File: src/rtl/run_ctrl_pkg.sv
// run_ctrl_pkg: shared types for the run controller.
//   cmd_op_e     : host/debug command opcodes
//   stop_cause_e : reason the last run ended
//   state_e      : controller FSM states
package run_ctrl_pkg;

  typedef enum logic [1:0] {
    OP_HALT  = 2'd0,
    OP_STEP  = 2'd1,
    OP_RUN   = 2'd2,
    OP_RUN_N = 2'd3
  } cmd_op_e;

  typedef enum logic [1:0] {
    SC_NONE       = 2'd0,
    SC_CMD_HALT   = 2'd1,
    SC_COUNT_DONE = 2'd2,
    SC_BREAKPOINT = 2'd3
  } stop_cause_e;

  typedef enum logic [1:0] {
    ST_IDLE   = 2'd0,
    ST_LAUNCH = 2'd1,
    ST_ACTIVE = 2'd2
  } state_e;

endpackage

File: src/rtl/run_ctrl.sv
// run_ctrl: sequences the CPU execution FSM from host/debug commands.
// Ports:
//   clk, reset                 : clock, synchronous active-high reset
//   cmd_valid/cmd_ready        : command handshake; cmd_op, cmd_arg payload
//   bp_en, bp_addr             : breakpoint enable/address
//   pc, instr_query, cpu_run   : status from exe FSM
//   fetch_ready                : instruction memory word delivered
//   exe_start, exe_run         : controls to exe FSM
//   halted, stop_cause         : controller idle flag, reason for last stop
//   retired_cnt                : saturating count of retired instructions
//   cmd_err                    : sticky, non-HALT command accepted while active
module run_ctrl
  import run_ctrl_pkg::*;
#(
  parameter int PC_W  = 32,
  parameter int CNT_W = 16
) (
  input  logic             clk,
  input  logic             reset,
  input  logic             cmd_valid,
  output logic             cmd_ready,
  input  logic [1:0]       cmd_op,
  input  logic [CNT_W-1:0] cmd_arg,
  input  logic             bp_en,
  input  logic [PC_W-1:0]  bp_addr,
  input  logic [PC_W-1:0]  pc,
  input  logic             instr_query,
  input  logic             cpu_run,
  input  logic             fetch_ready,
  output logic             exe_start,
  output logic             exe_run,
  output logic             halted,
  output logic [1:0]       stop_cause,
  output logic [CNT_W-1:0] retired_cnt,
  output logic             cmd_err
);

  state_e           r_state;
  stop_cause_e      r_stop_cause;
  logic [CNT_W-1:0] r_remaining;
  logic [CNT_W-1:0] r_retired;
  logic             r_unlimited;
  logic             r_halt_pend;
  logic             r_cmd_err;
  logic             r_halted;
  logic             r_cmd_ready;

  cmd_op_e          w_op;
  logic             w_accept;
  logic             w_active;
  logic             w_halt_now;
  logic             w_bp_hit;
  logic             w_cnt_done;
  logic             w_stop;
  logic             w_launch_req;
  stop_cause_e      w_cause;

  assign w_op       = cmd_op_e'(cmd_op);
  assign w_accept   = cmd_valid & r_cmd_ready;
  assign w_active   = (r_state == ST_ACTIVE);
  assign w_halt_now = w_accept & (w_op == OP_HALT);
  assign w_bp_hit   = bp_en & (pc == bp_addr);
  assign w_cnt_done = ~r_unlimited & (r_remaining == CNT_W'(1));
  assign w_stop     = w_active & cpu_run &
                      (w_bp_hit | w_cnt_done | r_halt_pend | w_halt_now);

  // RUN_N with a zero count never launches; it only reports COUNT_DONE.
  assign w_launch_req = (r_state == ST_IDLE) & w_accept &
                        ((w_op == OP_STEP) | (w_op == OP_RUN) |
                         ((w_op == OP_RUN_N) & (cmd_arg != '0)));

  always_comb begin
    w_cause = SC_CMD_HALT;
    if (w_bp_hit)        w_cause = SC_BREAKPOINT;
    else if (w_cnt_done) w_cause = SC_COUNT_DONE;
  end

  // The stop pulse shares exe_start with the launch pulse so the exe FSM
  // leaves RUNING in the same cycle as the final instruction retires.
  assign exe_start   = (r_state == ST_LAUNCH) | w_stop;
  assign exe_run     = w_active & instr_query & fetch_ready;
  assign cmd_ready   = r_cmd_ready;
  assign halted      = r_halted;
  assign stop_cause  = r_stop_cause;
  assign retired_cnt = r_retired;
  assign cmd_err     = r_cmd_err;

  always_ff @(posedge clk) begin
    if (reset) begin
      r_state      <= ST_IDLE;
      r_stop_cause <= SC_NONE;
      r_remaining  <= '0;
      r_retired    <= '0;
      r_unlimited  <= 1'b0;
      r_halt_pend  <= 1'b0;
      r_cmd_err    <= 1'b0;
      r_halted     <= 1'b1;
      r_cmd_ready  <= 1'b1;
    end else begin
      case (r_state)
        ST_IDLE: begin
          if (w_launch_req) begin
            r_state      <= ST_LAUNCH;
            r_retired    <= '0;
            r_stop_cause <= SC_NONE;
            r_halt_pend  <= 1'b0;
            r_halted     <= 1'b0;
            r_cmd_ready  <= 1'b0;
            r_unlimited  <= (w_op == OP_RUN);
            r_remaining  <= (w_op == OP_STEP) ? CNT_W'(1) : cmd_arg;
          end else if (w_accept & (w_op == OP_RUN_N)) begin
            r_stop_cause <= SC_COUNT_DONE;
          end
        end
        ST_LAUNCH: begin
          r_state     <= ST_ACTIVE;
          r_cmd_ready <= 1'b1;
        end
        ST_ACTIVE: begin
          if (w_accept) begin
            if (w_op == OP_HALT) r_halt_pend <= 1'b1;
            else                 r_cmd_err   <= 1'b1;
          end
          if (cpu_run) begin
            if (r_retired != '1) r_retired <= r_retired + CNT_W'(1);
            if (!r_unlimited)    r_remaining <= r_remaining - CNT_W'(1);
          end
          if (w_stop) begin
            r_state      <= ST_IDLE;
            r_stop_cause <= w_cause;
            r_halted     <= 1'b1;
            r_halt_pend  <= 1'b0;
          end
        end
        default: r_state <= ST_IDLE;
      endcase
    end
  end

endmodule

File: config.mk
export PLATFORM = sky130hd
export DESIGN_NAME = run_ctrl
export DESIGN_NICKNAME = d
export VERILOG_FILES = /design/src/rtl/run_ctrl_pkg.sv /design/src/rtl/run_ctrl.sv
export SDC_FILE = /design/constraint.sdc
export NUM_CORES = 1
export LEC_CHECK = 0
export CORE_MARGIN = 1
export CORE_UTILIZATION = 40
export CTS_CLUSTER_DIAMETER = 60
export DETAILED_ROUTE_END_ITERATION = 16
export GPL_TIMING_DRIVEN = 0
export PLACE_DENSITY = 0.82
export SLEW_MARGIN = 20
export SYNTH_ARGS = -nofsm -noshare
export SYNTH_HDL_FRONTEND = slang
export SYNTH_SLANG_ARGS = --single-unit
File: constraint.sdc
create_clock -name clk -period 1.99 [get_ports clk]
set_input_delay 0.199 -clock clk [delete_from_list [all_inputs] [get_ports clk]]
set_output_delay 0.199 -clock clk [all_outputs]
set_load 0.01 [all_outputs]
==> impl_metrics.toml, run 1 <==
[route]
count_of_unresolved_drc_violations_after_routing = 0
via_count = 3395
route.detailed.wl_per_inst_um = 16.7
drt_pass1_iterations = 4
finalWirelength_mm = 10.3
drt-vias-per-instance = 5.53
postRouteAntennaNets = 0
drt_iter0_markers = 192

[synthesis]
synth.yosys.seq_area_share_pct = 28.9
ys.flop_type = "dfxtp_1"
synth.net_count = 456
synth_compound_area_share_pct = 20.2
synth_common_cells = "46 x nor2_1, 41 x dfxtp_1, 35 x a21oi_1"
synthesis.yosys.warnings = 0
synth-adder-area-share_pct = 3.09
synth_top_family_by_area = "simple AND/OR/NAND/NOR gates"
synth_mux_area_share_pct = 0.353
syn_inst = 360
synth.top_cells.by_area = "dfxtp_1 29%, xnor2_1 8.0%, xor2_1 6.8%"
synth_seq_cells = 41
synth_top_area_share_pct = 28.9
ys_async_sr_fraction_pct = 0
simple_gate_share_of_the_synthesized_area_pct = 28.4
syn-cell-area_mm2 = 0.00284
synth_area_per_cell_um2 = 7.89
synth_xor_xnor_area_share_pct = 14.8
number_of_synthesized_flops_with_an_enable_pin = 0
post-synth-top-count-cell = "nor2_1"
number_of_different_library_cells_in_the_post_synthesis_netlist = 56
synthDominantAreaCellType = "dfxtp_1"

[power_and_ir_drop]
static-leakage-power_nw = 2.20
total_power_mw = 2.78
power-per-cell-area_mw_per_mm2 = 568
vdd_drop_max_mv = 0.348

[die]
start_util_pct = 41.6
die-area_mm2 = 0.00744
design.portCount = 112
placement_rows = 30
floorplan.die.height_um = 86.2
core-area_mm2 = 0.00683
die_w_um = 86.2

[clocking]
cts_tree = "done"
clock_insertion_delay_worst_skew_ns = 0.29
tritoncts.num_buffers = 5
clkSlewWorstSetupHoldPaths_ns = 0.08
cts_htree_levels = 2
cts_max_path_buffers = 2
cts.sink_count = 41
clockRootBuffer = "clkbuf_8"

[setup_path]
timing.rr.end = "r_remaining[14]"
critPathArrivalTime_ns = 1.86
reg2reg_from = "r_remaining[0]"
timing.reg2reg.worst_path_depth = 8
critical_path_required_ns = 1.79
cell_breakdown_of_the_critical_path = "nor4_4, nor2b_2, nand4_1, nand2_1, nor2_2, o21ai_1, buf_2"
kind_of_capture_point_of_the_worst_setup_path = "output port"
critical-path-max-stage-delay_ns = 0.36
timing.critical_path.slowest_stage_cell = "dfxtp_4"
worst-path-max-fanout = 2
critPathLaunchType = "flop"
rrSetupSlack_ns = 0.05
criticalPathCategory = "flop to output port"
count_of_buffering_cells_on_the_critical_path_with_inverters_included = 1
path_delay_family = "simple AND/OR/NAND/NOR gates"
critical_path_depth = 7

[outcome]
status = "finished with violations"
violations_in_the_final_reports = "setup timing"

[global_route]
globalRoute.totalOverflow = 0
grt_util_all_layers_pct = 25.4
grt_pass1_vias = 3397
grt_start_max_net_pins = 13
antenna_found_initial = 0
global_route_wire_length_before_repair_mm = 14.9

[timing]
rsz0062_at_grt = "true"
layout_worst_path_cycle_share_pct = 103
layout_setup_ws_ns = -0.0673
final_hold_slack_ns = 0.365
clock-skew-final_ns = 0.00478
fmaxAchievable_mhz = 486
drv_slew = 0
final-setup-viol-count = 3
fin_crit_ns = 2.06
final_hold_violation_count = 0
worstMarginPinSlew_ns = 0.684
max_slew_margin_pct = 54.2

[placed_design]
gp_routability_congestion = 0.898
postPlaceCellArea_mm2 = 0.00407
dp_hpwl_mm = 6.64
dp_slack_ns = -0.826
port_buffers = 111

[worst_hold_path]
worst_hold_class = "input port to flop"
worst_hold_path_endpoint = "r_remaining[0]"
hold_depth = 3
worstHoldStart = "cmd_arg[0]"

[layout]
fin_area_mm2 = 0.00489
area_growth_syn_to_layout_pct = 72.1
antenna_cells_inserted = 0
nNetsFinal = 614
layout-drive-gt1-share_pct = 27.0

[job]
max-cap-violations = 0
metrics by stage:
step,util (%),std cells,setup TNS [ns]
6_report,71.5,614,-0.104
5_1_grt,71.5,614,-1.13
4_1_cts,65.9,603,-0.0103
3_5_place_dp,59.6,567,-15.31
3_3_place_gp,59.6,567,-13.39
2_1_floorplan,-,360,0
cell type report:
class                           count  area (µm²)
Buffer                             14        96.3
Clock buffer                        5        68.8
Clock inverter                      2        35.0
Fill cell                         523        1940
Inverter                           13        51.3
Multi-Input combinational cell    292        2240
Sequential cell                    41         840
Tap cell                           96         120
Timing Repair Buffer              151        1440
kinds of logic (layout without fill, tap and decap cells):
kind of cell / Yosys count / count (layout)
simple gates: 149 / 149
compound gates: 87 / 87
xor+xnor: 48 / 48
flops: 41 / 41
buf+inv: 27 / 185
fa+ha+maj: 7 / 7
mux: 1 / 1
where the power goes:
| group | switching (mW) | total (mW) | internal (mW) |
|---|---|---|---|
| clock network | 0.293 | 0.658 | 0.365 |
| logic | 0.575 | 1.16 | 0.587 |
| registers | 0.0768 | 0.956 | 0.879 |
layout by cell type, fill, tap and decap left out, types with 4 or more instances in the layout:
cell type and n:
a21oi_1 34, and3_1 4, buf_4 44, clkbuf_1 4, clkbuf_2 14, clkbuf_8 6, clkdlybuf4s50_1 48, dfxtp_1 34
dfxtp_4 4, dlygate4sd2_1 6, dlymetal6s2s_1 39, ha_1 6, inv_1 11, nand2_1 23, nand3_1 10, nand4_1 12
nor2_1 45, nor3_1 12, nor4_1 5, nor4_2 5, nor4_4 4, o21ai_0 11, o21ai_1 4, xnor2_1 19
xnor2_2 7, xor2_1 6, xor2_2 16
sequential cells by signal, indices dropped and copies added (netlist names):
signal	cells
retired_cnt	16
r_state	2
cmd_ready	1
halted	1
r_unlimited	1
cmd_err	1
r_halt_pend	1
stop_cause	2
r_remaining	16
what timing repair did:
item                                    in CTS  in global routing
buffers inserted                            29                 12
hold buffers                                 0                  0
pin swaps                                   28                 45
resized for setup                           66                119
endpoints found under the setup margin      30                 31
routing by layer:
metal / vias up / global-route usage (%) / part of all wire [%]
met1: 1594 / 26.7 / 37
met3: 28 / 4.38 / 7.5
li1: 1601 / - / -
met5: - / 0 / 0
met2: 172 / 47.6 / 52
met4: 0 / 14.2 / 3.3
worst register-to-register path, delay by kind of cell (launching register included):
kind,cells,cell delay [ns]
AO/OA/AOI/OAI,3,0.44
adder cells (fa/ha/maj),1,0.13
buffers and inverters,1,0.06
flip-flops,1,0.37
AND/OR/NAND/NOR,3,0.80
how the worst max path moves through the flow:
stage	startpoint	end	slack (ns)
2_1_floorplan	r_remaining[0]	r_remaining[14]	0.04
3_3_place_gp	bp_addr[13]	exe_start	-0.84
3_5_place_dp	bp_addr[13]	exe_start	-0.83
4_1_cts	bp_addr[14]	exe_start	-0.01
5_1_grt	r_remaining[2]	exe_start	-0.19
6_report	r_remaining[2]	exe_start	-0.07
Note: power is estimated with default switching activity, not from simulation.
==> run 2, diff against run 1 <==
--- a/config.mk
+++ b/config.mk
@@ -7,7 +7,7 @@
 export LEC_CHECK = 0
 export CORE_MARGIN = 1
 export CORE_UTILIZATION = 40
-export CTS_CLUSTER_DIAMETER = 60
+export CTS_CLUSTER_DIAMETER = 50
 export DETAILED_ROUTE_END_ITERATION = 16
 export GPL_TIMING_DRIVEN = 0
 export PLACE_DENSITY = 0.82
==> results of run 2 <==
Same layout as run 1: the final DEF is identical, and so are final timing and power.
